## src/rtl/bnn_pkg.sv

```systemverilog
// Shared types and constants for the sequential binary-neural-network layer.
package bnn_pkg;

  localparam int unsigned DEF_N = 16;
  localparam int unsigned DEF_M = 8;
  localparam int unsigned CNT_W = 8;

  typedef enum logic [1:0] {
    IDLE  = 2'd0,
    ISSUE = 2'd1,
    DRAIN = 2'd2,
    HOLD  = 2'd3
  } state_e;

endpackage

```

## src/rtl/bnn_layer_seq_neuron_unit.sv

```systemverilog
// One binary neuron: XNOR/popcount against a weight row, compare with threshold,
// result registered one stage together with its neuron index and valid.
module neuron_unit
  import bnn_pkg::*;
#(
  parameter int unsigned N  = DEF_N,
  parameter int unsigned AW = 3
) (
  input  logic             clk,
  input  logic             rst,
  input  logic             in_valid_i,
  input  logic [AW-1:0]    in_idx_i,
  input  logic [N-1:0]     act_i,
  input  logic [N-1:0]     weight_i,
  input  logic [CNT_W-1:0] thr_i,
  output logic             out_valid_o,
  output logic [AW-1:0]    out_idx_o,
  output logic             out_bit_o
);

  logic [N-1:0]     match_c;
  logic [CNT_W-1:0] cnt_c;
  logic             bit_c;

  logic             valid_q;
  logic [AW-1:0]    idx_q;
  logic             bit_q;

  assign match_c = ~(act_i ^ weight_i);

  // Count agreeing bit positions between activation and weight row.
  always_comb begin
    cnt_c = '0;
    for (int unsigned i = 0; i < N; i++) begin
      cnt_c = cnt_c + CNT_W'(match_c[i]);
    end
  end

  assign bit_c = (cnt_c >= thr_i);

  // Single pipeline stage between issue and write-back.
  always_ff @(posedge clk or posedge rst) begin
    if (rst) begin
      valid_q <= 1'b0;
      idx_q   <= '0;
      bit_q   <= 1'b0;
    end else begin
      valid_q <= in_valid_i;
      if (in_valid_i) begin
        idx_q <= in_idx_i;
        bit_q <= bit_c;
      end
    end
  end

  assign out_valid_o = valid_q;
  assign out_idx_o   = idx_q;
  assign out_bit_o   = bit_q;

endmodule

```

## src/rtl/bnn_layer_seq.sv

```systemverilog
// Sequential binary layer: M neurons evaluated one per cycle through a single
// time-multiplexed neuron_unit, result presented with a valid/ready handshake.
module bnn_layer_seq
  import bnn_pkg::*;
#(
  parameter  int unsigned N  = DEF_N,
  parameter  int unsigned M  = DEF_M,
  localparam int unsigned AW = (M > 1) ? $clog2(M) : 1
) (
  input  logic             clk,
  input  logic             rst,
  input  logic             w_we,
  input  logic [AW-1:0]    w_addr,
  input  logic [N-1:0]     w_data,
  input  logic [CNT_W-1:0] t_data,
  input  logic             start,
  input  logic [N-1:0]     act_in,
  output logic             busy,
  output logic [M-1:0]     act_out,
  output logic             out_valid,
  input  logic             out_ready
);

  localparam logic [AW-1:0] LAST_IDX = AW'(M - 1);

  state_e           state_q, state_d;
  logic [AW-1:0]    idx_q, idx_d;
  logic [N-1:0]     act_q, act_d;
  logic [M-1:0]     act_out_q, act_out_d;
  logic             out_valid_q, out_valid_d;
  logic             busy_q, busy_d;

  // Snapshot of a row overwritten on the same edge a pass starts, so the
  // pass still sees the pre-write contents of that address.
  logic             shd_vld_q, shd_vld_d;
  logic [AW-1:0]    shd_addr_q, shd_addr_d;
  logic [N-1:0]     shd_w_q, shd_w_d;
  logic [CNT_W-1:0] shd_t_q, shd_t_d;

  logic [N-1:0]     w_mem_q [M];
  logic [CNT_W-1:0] t_mem_q [M];

  logic             addr_ok_c;
  logic             wr_en_c;
  logic             issue_c;
  logic [N-1:0]     row_c;
  logic [CNT_W-1:0] thr_c;

  logic             nu_valid;
  logic [AW-1:0]    nu_idx;
  logic             nu_bit;

  assign addr_ok_c = (32'(w_addr) < M);
  assign wr_en_c   = (state_q == IDLE) && w_we && addr_ok_c;

  // Operand select for the neuron being issued, honouring the snapshot.
  always_comb begin
    row_c = w_mem_q[idx_q];
    thr_c = t_mem_q[idx_q];
    if (shd_vld_q && (shd_addr_q == idx_q)) begin
      row_c = shd_w_q;
      thr_c = shd_t_q;
    end
  end

  neuron_unit #(
    .N  (N),
    .AW (AW)
  ) u_neuron (
    .clk         (clk),
    .rst         (rst),
    .in_valid_i  (issue_c),
    .in_idx_i    (idx_q),
    .act_i       (act_q),
    .weight_i    (row_c),
    .thr_i       (thr_c),
    .out_valid_o (nu_valid),
    .out_idx_o   (nu_idx),
    .out_bit_o   (nu_bit)
  );

  // Next-state and datapath control for the layer pass.
  always_comb begin
    state_d     = state_q;
    idx_d       = idx_q;
    act_d       = act_q;
    act_out_d   = act_out_q;
    out_valid_d = out_valid_q;
    busy_d      = busy_q;
    shd_vld_d   = shd_vld_q;
    shd_addr_d  = shd_addr_q;
    shd_w_d     = shd_w_q;
    shd_t_d     = shd_t_q;
    issue_c     = 1'b0;

    if (nu_valid) begin
      act_out_d[nu_idx] = nu_bit;
    end

    unique case (state_q)
      IDLE: begin
        if (start) begin
          act_d      = act_in;
          act_out_d  = '0;
          busy_d     = 1'b1;
          idx_d      = '0;
          state_d    = ISSUE;
          shd_vld_d  = wr_en_c;
          shd_addr_d = w_addr;
          shd_w_d    = w_mem_q[w_addr];
          shd_t_d    = t_mem_q[w_addr];
        end
      end
      ISSUE: begin
        issue_c = 1'b1;
        if (idx_q == LAST_IDX) begin
          state_d = DRAIN;
        end else begin
          idx_d = idx_q + AW'(1);
        end
      end
      DRAIN: begin
        if (nu_valid && (nu_idx == LAST_IDX)) begin
          out_valid_d = 1'b1;
          state_d     = HOLD;
        end
      end
      HOLD: begin
        if (out_ready) begin
          out_valid_d = 1'b0;
          busy_d      = 1'b0;
          shd_vld_d   = 1'b0;
          state_d     = IDLE;
        end
      end
      default: state_d = IDLE;
    endcase
  end

  // Control and result registers.
  always_ff @(posedge clk or posedge rst) begin
    if (rst) begin
      state_q     <= IDLE;
      idx_q       <= '0;
      act_q       <= '0;
      act_out_q   <= '0;
      out_valid_q <= 1'b0;
      busy_q      <= 1'b0;
      shd_vld_q   <= 1'b0;
      shd_addr_q  <= '0;
      shd_w_q     <= '0;
      shd_t_q     <= '0;
    end else begin
      state_q     <= state_d;
      idx_q       <= idx_d;
      act_q       <= act_d;
      act_out_q   <= act_out_d;
      out_valid_q <= out_valid_d;
      busy_q      <= busy_d;
      shd_vld_q   <= shd_vld_d;
      shd_addr_q  <= shd_addr_d;
      shd_w_q     <= shd_w_d;
      shd_t_q     <= shd_t_d;
    end
  end

  // Weight/threshold storage, writable only while idle.
  always_ff @(posedge clk or posedge rst) begin
    if (rst) begin
      for (int unsigned j = 0; j < M; j++) begin
        w_mem_q[j] <= '0;
        t_mem_q[j] <= '0;
      end
    end else if (wr_en_c) begin
      w_mem_q[w_addr] <= w_data;
      t_mem_q[w_addr] <= t_data;
    end
  end

  assign busy      = busy_q;
  assign act_out   = act_out_q;
  assign out_valid = out_valid_q;

endmodule

```

## config.mk

```make
export PLATFORM = sky130hd
export DESIGN_NAME = bnn_layer_seq
export DESIGN_NICKNAME = d
export VERILOG_FILES = /design/src/rtl/bnn_pkg.sv /design/src/rtl/bnn_layer_seq_neuron_unit.sv /design/src/rtl/bnn_layer_seq.sv
export SDC_FILE = /design/constraint.sdc
export NUM_CORES = 1
export LEC_CHECK = 0
export CAP_MARGIN = 10
export CORE_UTILIZATION = 42
export DETAILED_ROUTE_END_ITERATION = 8
export SLEW_MARGIN = 20
export SYNTH_ARGS = -nofsm -noshare
export SYNTH_HDL_FRONTEND = slang
export SYNTH_SLANG_ARGS = --single-unit
```

## constraint.sdc

```tcl
create_clock -name clk -period 19.22 [get_ports clk]
set_input_delay 2.883 -clock clk [delete_from_list [all_inputs] [get_ports clk]]
set_output_delay 2.883 -clock clk [all_outputs]
set_load 0.03 [all_outputs]
```

==> summary.txt <==
Initial Utilization - 42.6%
vias in the first global route - 8583
Overflow after GRT - 0
wire per inst - 21.6 um
GRT Overall Usage - 19.9%
f_max - 143 MHz
Final min period - 7.00 ns
setup ws final - 12.22 ns
nets - 1087
Synth area leaders - dfrtp_1, mux2_2, mux4_2
Place WS - 12.17 ns
RD Place Congestion - 0.753
antenna-violating nets left - 0
EDFF count, synth - 0
commonest non-fill, non-tap cell in the layout - dfrtp_1
Resized cells post-CTS - 0
Setup crit start kind - flop
min-delay src - shd_t_q[2]
largest area contributor in the netlist - dfrtp_1
violated checks - design-rule violations
Critical Path RT - 19.66 ns
reg2reg start - idx_q[1]
Setup TNS - 0 ns
worst-path fanout max - 44
initial antenna violation count - 0
Synthesized Nets - 1046
status - finished, violations left
DR vias - 8026
most frequent cells in the layout - dfrtp_1, mux2_2, nand2_1
Slew Limit Headroom - 31.4%
die area - 32700 sq um
Synth Register Bits - 256
layout cells sized above 1 - 37.3%
clk_skew - 0.0174 ns
CTS root buf - clkbuf_16
RSZ-0062 raised after global routing - false
die width - 181 um
Die Span Y - 181 um
MaxCap Viol Count - 0
Synth Instances - 971
Synth Flop Type - dfrtp_1
Fillers - 2668
measured slew at the worst slew-check pin - 1.03 ns
Final period util - 36.4%
clk_lat worst skew - 0.55 ns
P&R area growth vs syn - 15.0%
Max Transition Viols Final - 0
worst hold path class - flop to flop
largest net degree at the start of global routing - 133
CTS tree - built
drt pass-1 iters - 6
initial DRC count - 458
Netlist cell types - 45
port bufs - 57
CTS Buf Count - 30
FFs w/ async S/R, synth - 100%
DR DRC count - 1
synth warn - 0
htree depth - 1
CTS sink cnt - 256
Routed WL - 31100 um
crit end category - flop
synthesized area per cell - 13.8 sq um
# hold bufs at CTS - 0
Hold Slack - 0.480 ns
sequential fraction of the synthesis area - 47.7%
core area - 31500 sq um
# IOs - 58
critical path class - flop to flop
area fraction of the dominant cell type after synthesis - 47.7%
DP HPWL - 18900 um
ANT cells - 0
row count - 65
Via density - 5.58
Hold Vio Cnt, Final - 0
final setup fails - 0
Syn Std Cell Area - 13400 sq um
Setup Buffers After CTS - 0
crit path from - idx_q[1]
Clock transition at path regs - 0.06 ns
Worst Path Arrival - 7.45 ns
Max clock buf depth - 3
first-pass GRT wire length - 50700 um
[final cells by class]
class	instances	area [sq um]	share of cell area, %
clock buffer	45	928	6.02
clock inverter	11	210	1.36
inverter	20	82.6	0.535
multi-input combinational	629	6610	42.8
sequential	256	6410	41.5
tap	402	503	3.26
timing repair buffer	75	693	4.49
[registers in the layout, summed over array words and instances (netlist names)]
name / count
busy: 1
idx_q: 3
act_out: 8
shd_t_q: 8
u_neuron.out_valid_o: 1
shd_w_q: 16
w_mem_q: 128
act_q: 16
u_neuron.out_bit_o: 1
shd_vld_q: 1
t_mem_q: 64
u_neuron.out_idx_o: 3
shd_addr_q: 3
out_valid: 1
state_q: 2
[per-stage QoR]
stage	utilization [%]	std cells	cell area [sq um]
after detailed placement	45.4	1382	14300
after global placement	45.4	1382	14300
after floorplan	-	971	13400
after global routing	49.0	1438	15400
after CTS	49.0	1438	15400
final	49.0	1438	15400
[cells in the mapped netlist (all sizes together), types with 2 or more instances]
| master | number |
|---|---|
| nor4 | 3 |
| nor2b | 2 |
| xor2 | 12 |
| nand3 | 3 |
| fa | 10 |
| nand2b | 6 |
| nor3b | 5 |
| nor3 | 6 |
| inv | 20 |
| nand2 | 119 |
| nand3b | 3 |
| a22o | 6 |
| xnor2 | 9 |
| nor4b | 3 |
| a21oi | 6 |
| a21o | 2 |
| nand4 | 2 |
| clkbuf | 19 |
| ha | 17 |
| dfrtp | 256 |
| o21ai | 52 |
| mux4 | 90 |
| buf | 47 |
| mux2i | 53 |
| nor2 | 14 |
| mux2 | 196 |
[logic make-up after synthesis]
| kind of cell | count (synthesis) | synth area share [%] |
|---|---|---|
| DFF | 256 | 47.7 |
| AOI/OAI and AO/OA | 73 | 3.49 |
| muxes | 339 | 35.5 |
| xor gates and xnor gates | 21 | 1.37 |
| and+or+nand+nor | 169 | 5.64 |
| buffers and inverters | 86 | 3.21 |
| adders and majority gates | 27 | 3.08 |
[per-layer routing]
layer  global-route usage (%)  up-vias  wire, um
met1                     28.3     4166     14500
met4                     4.34        0       541
met5                        0        -         0
met2                     32.7      157     14800
li1                         -     3659         -
met3                     2.52       44      1320
[critical path: stages (launching register included)]
cell	delay, ns
dfrtp_2	0.91
buf_4	0.58
xnor2_1	0.16
nand4_2	0.11
buf_4	0.50
nand2_1	0.15
o21ai_2	0.11
xor2_1	0.17
ha_1	0.24
inv_1	0.07
fa_1	0.43
fa_1	0.51
fa_1	0.54
inv_1	0.05
fa_1	0.50
fa_1	0.45
inv_1	0.08
fa_1	0.40
inv_1	0.06
ha_1	0.22
a21o_1	0.16
a21oi_1	0.14
o21ai_0	0.11
a22o_1	0.19
[final timing paths]
| path | endpoint | cells after the start | slack (ns) |
|---|---|---|---|
| hold / removal | shd_t_q[2] | 2 | 0.48 |
| setup / recovery | u_neuron.out_bit_o | 23 | 12.22 |
| hold reg to reg | shd_t_q[2] | 2 | 0.48 |
| setup reg to reg | u_neuron.out_bit_o | 23 | 12.22 |
| max in group asynchronous | w_mem_q[54] | 4 | 14.08 |
| min in group asynchronous | t_mem_q[6] | 2 | 2.94 |
Power is not shown: default switching activity piles up to over one toggle a cycle in this logic, so the estimate is an artifact.
